==> config.mk <==
export PLATFORM = sky130hd
export DESIGN_NAME = lsu_data_mem
export DESIGN_NICKNAME = d
export VERILOG_FILES = /design/src/rtl/lsu_data_mem.sv
export SDC_FILE = /design/constraint.sdc
export NUM_CORES = 1
export LEC_CHECK = 0
export CAP_MARGIN = 20
export CORE_UTILIZATION = 35
export DETAILED_ROUTE_END_ITERATION = 8
export PLACE_DENSITY = 0.56
export SLEW_MARGIN = 40
export SYNTH_ARGS = -nofsm -noshare
export SYNTH_HDL_FRONTEND = slang
export SYNTH_SLANG_ARGS = --single-unit
==> constraint.sdc <==
create_clock -name clk -period 4.31 [get_ports clk]
set_input_delay 0.862 -clock clk [delete_from_list [all_inputs] [get_ports clk]]
set_output_delay 0.862 -clock clk [all_outputs]
set_load 0.1 [all_outputs]
==> src/rtl/lsu_data_mem.sv <==
// Single-port data memory for a load/store unit: one request in flight, fixed response latency.
// Optional macro DMEM_MISALIGN_TRAP_EN turns misaligned halfword/word accesses into errors.
module lsu_data_mem #(
   parameter int unsigned DEPTH_WORDS = 32,
   parameter int unsigned ADDR_W      = 32,
   parameter int unsigned LATENCY     = 2
) (
   input  logic              clk,
   input  logic              reset,
   input  logic              req_valid,
   output logic              req_ready,
   input  logic              req_we,
   input  logic [2:0]        req_funct3,
   input  logic [ADDR_W-1:0] req_addr,
   input  logic [31:0]       req_wdata,
   output logic              rsp_valid,
   input  logic              rsp_ready,
   output logic [31:0]       rsp_rdata,
   output logic              rsp_err
);

   localparam int unsigned IDX_W = $clog2(DEPTH_WORDS);
   localparam int unsigned CNT_W = 4;

   typedef enum logic [1:0] {
      S_IDLE,
      S_WAIT,
      S_RESP
   } state_t;

   state_t              r_state;
   logic [CNT_W-1:0]    r_cnt;
   logic                r_we;
   logic [2:0]          r_funct3;
   logic [ADDR_W-1:0]   r_addr;
   logic [31:0]         r_wdata;
   logic                r_req_ready;
   logic                r_rsp_valid;
   logic [31:0]         r_rsp_rdata;
   logic                r_rsp_err;
   logic [31:0]         r_mem [DEPTH_WORDS];

   logic [IDX_W-1:0]    w_idx;
   logic [1:0]          w_lo;
   logic [31:0]         w_word;
   logic [7:0]          w_byte;
   logic [15:0]         w_half;
   logic                w_oor;
   logic                w_bad_f3;
   logic                w_misalign;
   logic                w_err;
   logic [31:0]         w_load;
   logic [31:0]         w_store;
   logic                w_access;
   logic                w_mem_we;

   assign w_idx  = r_addr[IDX_W+1:2];
   assign w_lo   = r_addr[1:0];
   assign w_word = r_mem[w_idx];
   assign w_byte = w_word[8*w_lo +: 8];
   assign w_half = r_addr[1] ? w_word[31:16] : w_word[15:0];
   assign w_oor  = (r_addr >> (IDX_W + 2)) != '0;

   // Legal width codes differ between loads and stores
   always_comb begin
      w_bad_f3 = 1'b1;
      if (r_we) begin
         w_bad_f3 = (r_funct3 > 3'b010);
      end else begin
         case (r_funct3)
            3'b000, 3'b001, 3'b010, 3'b100, 3'b101: w_bad_f3 = 1'b0;
            default:                                w_bad_f3 = 1'b1;
         endcase
      end
   end

`ifdef DMEM_MISALIGN_TRAP_EN
   assign w_misalign = ((r_funct3[1:0] == 2'b01) && r_addr[0]) ||
                       ((r_funct3[1:0] == 2'b10) && (r_addr[1:0] != 2'b00));
`else
   assign w_misalign = 1'b0;
`endif

   assign w_err = w_oor || w_bad_f3 || w_misalign;

   always_comb begin
      w_load = '0;
      case (r_funct3)
         3'b000:  w_load = {{24{w_byte[7]}}, w_byte};
         3'b001:  w_load = {{16{w_half[15]}}, w_half};
         3'b010:  w_load = w_word;
         3'b100:  w_load = {24'h0, w_byte};
         3'b101:  w_load = {16'h0, w_half};
         default: w_load = '0;
      endcase
   end

   // Read-modify-write merge: only the addressed lanes take store data
   always_comb begin
      w_store = w_word;
      case (r_funct3[1:0])
         2'b00: w_store[8*w_lo +: 8] = r_wdata[7:0];
         2'b01: begin
            if (r_addr[1]) w_store[31:16] = r_wdata[15:0];
            else           w_store[15:0]  = r_wdata[15:0];
         end
         default: w_store = r_wdata;
      endcase
   end

   assign w_access = (r_state == S_WAIT) && (r_cnt == '0);
   assign w_mem_we = w_access && r_we && !w_err && !reset;

   always_ff @(posedge clk) begin
      if (w_mem_we) r_mem[w_idx] <= w_store;
   end

   always_ff @(posedge clk or posedge reset) begin
      if (reset) begin
         r_state     <= S_IDLE;
         r_cnt       <= '0;
         r_we        <= 1'b0;
         r_funct3    <= '0;
         r_addr      <= '0;
         r_wdata     <= '0;
         r_req_ready <= 1'b1;
         r_rsp_valid <= 1'b0;
         r_rsp_rdata <= '0;
         r_rsp_err   <= 1'b0;
      end else begin
         case (r_state)
            S_IDLE: begin
               if (req_valid) begin
                  r_we        <= req_we;
                  r_funct3    <= req_funct3;
                  r_addr      <= req_addr;
                  r_wdata     <= req_wdata;
                  r_cnt       <= CNT_W'(LATENCY - 1);
                  r_req_ready <= 1'b0;
                  r_state     <= S_WAIT;
               end
            end
            S_WAIT: begin
               if (r_cnt == '0) begin
                  r_rsp_valid <= 1'b1;
                  r_rsp_err   <= w_err;
                  r_rsp_rdata <= (w_err || r_we) ? 32'h0 : w_load;
                  r_state     <= S_RESP;
               end else begin
                  r_cnt <= r_cnt - 1'b1;
               end
            end
            S_RESP: begin
               if (rsp_ready) begin
                  r_rsp_valid <= 1'b0;
                  r_req_ready <= 1'b1;
                  r_state     <= S_IDLE;
               end
            end
            default: begin
               r_state     <= S_IDLE;
               r_req_ready <= 1'b1;
               r_rsp_valid <= 1'b0;
            end
         endcase
      end
   end

   assign req_ready = r_req_ready;
   assign rsp_valid = r_rsp_valid;
   assign rsp_rdata = r_rsp_rdata;
   assign rsp_err   = r_rsp_err;

endmodule

---- Word-level counts from Yosys, hierarchy flattened ----
Memories as Yosys holds them, arrays and structs flattened.
Cells that the tools add are included.
storage, ports and cells
  RAM bits ................................ 1024
  memories kept ........................... 1
  bits of input ports ..................... 72
  output and inout bits ................... 35
  word-level logic and storage cells ...... 75
  register bits after elaboration ......... 109
memories
  memory  words  width  rd ports  clocked after Yosys merged registers in  write ports  RTL line  text
  r_mem   32     32     1         0                                        1            41        logic [31:0] r_mem [DEPTH_WORDS];
operators by class
  order comparisons ....................... 1
  mux-type cells .......................... 24
  $add $sub $neg .......................... 2
  equal/unequal tests ..................... 11
  bitwise gates (word level) .............. 2
  reductions and logical operators ........ 21
  shifts and indexed selects .............. 3
operators by type and width
  operator                   count
  $pmux W32 S5               1
  $pmux W32 S2               1
  $mux W16                   3
  $neg A5 Y34                1
  $shift A8 B34 Y32 const A  1
  $shiftx A8 B34 Y32         1
  $bwmux W32                 1
  $mux W32                   1
  $reduce_bool A32 Y1        1
  $shiftx A32 B6 Y8          1
  $reduce_and A3 Y1          4
  $mux W1                    8
  $mux W4                    2
  $pmux W4 S2                1
  $eq A3 B3 Y1 const B       2
  $mux W2                    3
  $ne A2 B2 Y1 const B       3
  $pmux W1 S3                2
  $pmux W2 S3                1
  $reduce_or A5 Y1           1
  $eq A2 B1 Y1 const B       2
  $logic_and A1 B1 Y1        4
  $logic_not A2 Y1           2
  $logic_not A4 Y1           1
  12 further kinds           16

---- Longest topological paths before layout ----
  depth in word-level cells ............... 10
  depth in mapped cells ................... 12
  gate-level depth less buffers ........... 9

---- Least setup slack after synthesis ----
OpenSTA, ideal clock, no wires.
  kind .................................... in2reg
  start point ............................. input reset
  end point ............................... memory r_mem[0][0] (enable)
  arrival ................................. 5.339 ns
  setup slack ............................. -1.450 ns
  path buffers ............................ 1
  required time ........................... 3.889 ns
  stages on the path ...................... 6
  library setup time ...................... 0.421 ns
  path through ............................ inv_1 > and3_1 > nor2b_1 > nand2b_1 > clkbuf_1 > nor2_1
on the way
  longest elaborated chain between the ends .. 4
ends and longest elaborated chain
  item                               RTL line  text
  from (decl)                        9         input logic reset,
  $logic_not A1 Y1 (no source line)  -
  $logic_and A1 B1 Y1                112       assign w_mem_we = w_access && r_we && !w_err && !reset;
  $mux W1                            115       if (w_mem_we) r_mem[w_idx] <= w_store;
  $mux W1 (not written as such)      115
  to (decl)                          41
Every way passes these cells.

---- Final worst setup path ----
  start point ............................. register r_addr[6]
  end point ............................... memory r_mem[23][3] (data pin)
on the way
  longest elaborated chain between the ends .. 3
  elaborated cells between the ends (all ways) .. 4
  classes of those cells .................. mux: 3; memory: 1
ends and longest elaborated chain
  item                                           RTL line  text
  from (decl)                                    35        logic [ADDR_W-1:0] r_addr;
  from (signal assigned)                         136       r_addr <= req_addr;
  $mem_v2 Z32 W32 (*)                            -
  $mux W16 / $bwmux W32 (equally long branches)  104, 102
  $pmux W32 S2 (*)                               101       case (r_funct3[1:0])
  via w_store[3]                                 53        logic [31:0] w_store;
The timed path passes the listed nets; every way through them passes the cells marked *.

==> impl_results.md <==
- Ys async rst share: 0.0962
- First-pass GRT wire length: 195 mm
- Max FO, Critical Path: 32
- Placed insts: 4283
- Syn Inst Count: 2482
- HP Class: flip-flop to flip-flop
- Row count: 130
- Worst endpoint required time: 4710 ps
- Setup crit end kind: flip-flop
- Crit path top cell by count: buf_4
- Cell taking the most area after synthesis: edfxtp_1
- Worst path cell trace: buf_4 > or4b_2 > buf_4 > o22ai_1 > or4_1 > a221oi_1 > o21ai_1 > a22oi_1 > o21ai_1 > buf_4
- Die X: 360 um
- Via count: 26100
- GRT Overall Usage: 0.213
- Setup violators final: 0
- Fin. max-slew vios: 0
- Max-slew headroom: 0.447
- Nets: 2826
- Yosys cell types: 72
- Drt first pass iters: 6
- Number of top-level pins: 107
- Main synth FF type: edfxtp_1
- Maxcap violations: 0
- Mapped Nets: 2561
- CTS HTree Levels: 3
- Synth Register Bits: 1133
- Routability-driven placement congestion ratio: 0.887
- Avg Cell Area, Syn: 18.0 sq um
- Setup CP Type: flip-flop to flip-flop
- Initial Utilization: 0.355
- Element type at the critical path start: flip-flop
- Synth top area share: 0.686
- Critical path's slowest cell: dfrtp_1
- Clock Skew: 33.9 ps
- Clk root buf: clkbuf_16
- Clock slew at reported path FFs: 60 ps
- Clk sinks: 1133
- Final ANT Viol Nets: 0
- Most frequent cells in the layout: 1024 x edfxtp_1, 413 x mux2i_1, 196 x o22ai_1
- FMAX: 253 MHz
- CTS Hold Buffers Added: 0
- Minimum clock period: 3950 ps
- Worst vdd ir: 0.000551 V
- Top cells by area, synth: edfxtp_1 69%, mux2i_1 9.2%, dfrtp_1 6.0%, o22ai_1 2.7%, mux4_2 2.7%
- CTS Buffer Depth: 3
- Final hold vios: 0
- DRC viols: 0
- Vias per cell: 5.80
- Outcome: finished clean
- Core outline area: 126000 sq um
- Commonest non-fill, non-tap cell in the layout: edfxtp_1
- CTS Buf Count: 112
- Gr ovfl total: 0
- P_leak: 18.6 nW
- Final wirelength: 141 mm
- Area delta synth->final: 18.4%
- Post-synth EDFFs: 1024
- PwrDens: 757 nW/um^2
- Layout cells sized above 1: 0.208
- Number of global-route vias before repair: 25200
- Die ar.: 129000 sq um
- Worst skew pair latency: 710 ps
- Avg WL per Cell: 31.4 um
- Post-cts sizing count: 0
- Largest net degree at the start of global routing: 79
- Yosys warnings: 0
- Max incr delay on CP: 640 ps
- Final period util: 0.916
- DRT iter0 DRCs: 3920
- Setup Fix Bufs, Post-CTS: 0
- Die H: 360 um
- Mapped Area: 44800 sq um
- CP arrival: 4340 ps
- Antenna violations before repair: 5
- RSZ-0062 raised after global routing: no
- Slew @ Worst Pin: 817 ps
- Sequential-to-total area share from yosys stat: 0.747
- Non-filler instance count after layout: 4497
- Power consumption: 40.1 mW
- IO buf count: 106
- CTS tree: built
- Dpl hpwl: 83.9 mm
[final cells by class]
class                   count  area, sq um
flip-flops and latches   1133        33500
repair buffers            294         2730
fillers                 11100        73200
inverters                  12         48.8
well taps                1650         2060
multi-input cells        1194        10700
clock buffers             141         3030
clock inverters            70          988
diodes                      3         7.51
[synth_stat cells (all sizes together) (51+ instances only)]
library cell     n
mux2            69
edfxtp        1024
nand2           76
o21ai           51
dfrtp          108
o22ai          196
buf            103
nor4            56
nor2            57
mux4            60
mux2i          414
a22oi           71
[final timing paths]
kind | from | depth (start not counted) | slack (ps) | to
max in group asynchronous | reset | 4 | 2400 | r_addr[2]
max | r_addr[6] | 10 | 360 | r_mem[23][3]
min in group asynchronous | reset | 3 | 780 | rsp_rdata[7]
max reg2reg | r_addr[6] | 10 | 360 | r_mem[23][3]
min reg2reg | r_addr[27] | 1 | 510 | r_addr[27]
min | r_addr[27] | 1 | 510 | r_addr[27]
[registers in the layout (all words and copies together), names as in the netlist]
register / cells
r_funct3: 3
req_ready: 1
r_wdata: 32
r_mem: 1024
rsp_valid: 1
r_addr: 32
r_we: 1
rsp_err: 1
r_state: 2
rsp_rdata: 32
r_cnt: 4
[worst max-delay path, delay by kind of cell, from the launching register on]
family	cells	cell delay, ps
buf+inv	3	1040
compound gates	5	910
flops	1	640
simple gates	2	1020
[kinds of logic after synthesis]
logic type / after synthesis / share of synthesized area
DFF: 1133 / 0.747
muxes: 543 / 0.141
AOI/OAI and AO/OA: 385 / 0.0573
and+or+nand+nor: 257 / 0.0317
buffers and inverters: 155 / 0.0203
adders and majority gates: 7 / 0.00196
xor gates and xnor gates: 2 / 0.000391
[report_power, final]
| group | internal, mW | leakage (nW) | switching [mW] | total, mW |
|---|---|---|---|---|
| Combinational | 4.20 | 5.98 | 8.86 | 13.1 |
| Clock | 6.37 | 1.96 | 4.23 | 10.6 |
| Sequential | 15.7 | 10.6 | 0.737 | 16.5 |
| Total | 26.3 | 18.6 | 13.8 | 40.1 |
[metrics by stage]
stage | instance area [sq um] | utilization | worst slack (ps) | TNS [ps] | hold WS (ps)
after floorplan | 44800 | - | -220 | -90690 | 462
after global placement | 49200 | 0.389 | 502 | 0 | 475
after detailed placement | 49000 | 0.388 | 428 | 0 | 495
after CTS | 53000 | 0.420 | 403 | 0 | 509
after global routing | 53000 | 0.420 | 212 | 0 | 530
final | 53000 | 0.420 | 363 | 0 | 506
[routing by layer]
metal	global-route usage	vias up	wire, um
met1	0.309	13700	60000
li1	-	10600	-
met2	0.325	1510	63400
met4	0.0612	0	3900
met3	0.0420	214	13700
met5	0	-	0
No activity file was read; power rests on OpenSTA's default activity.
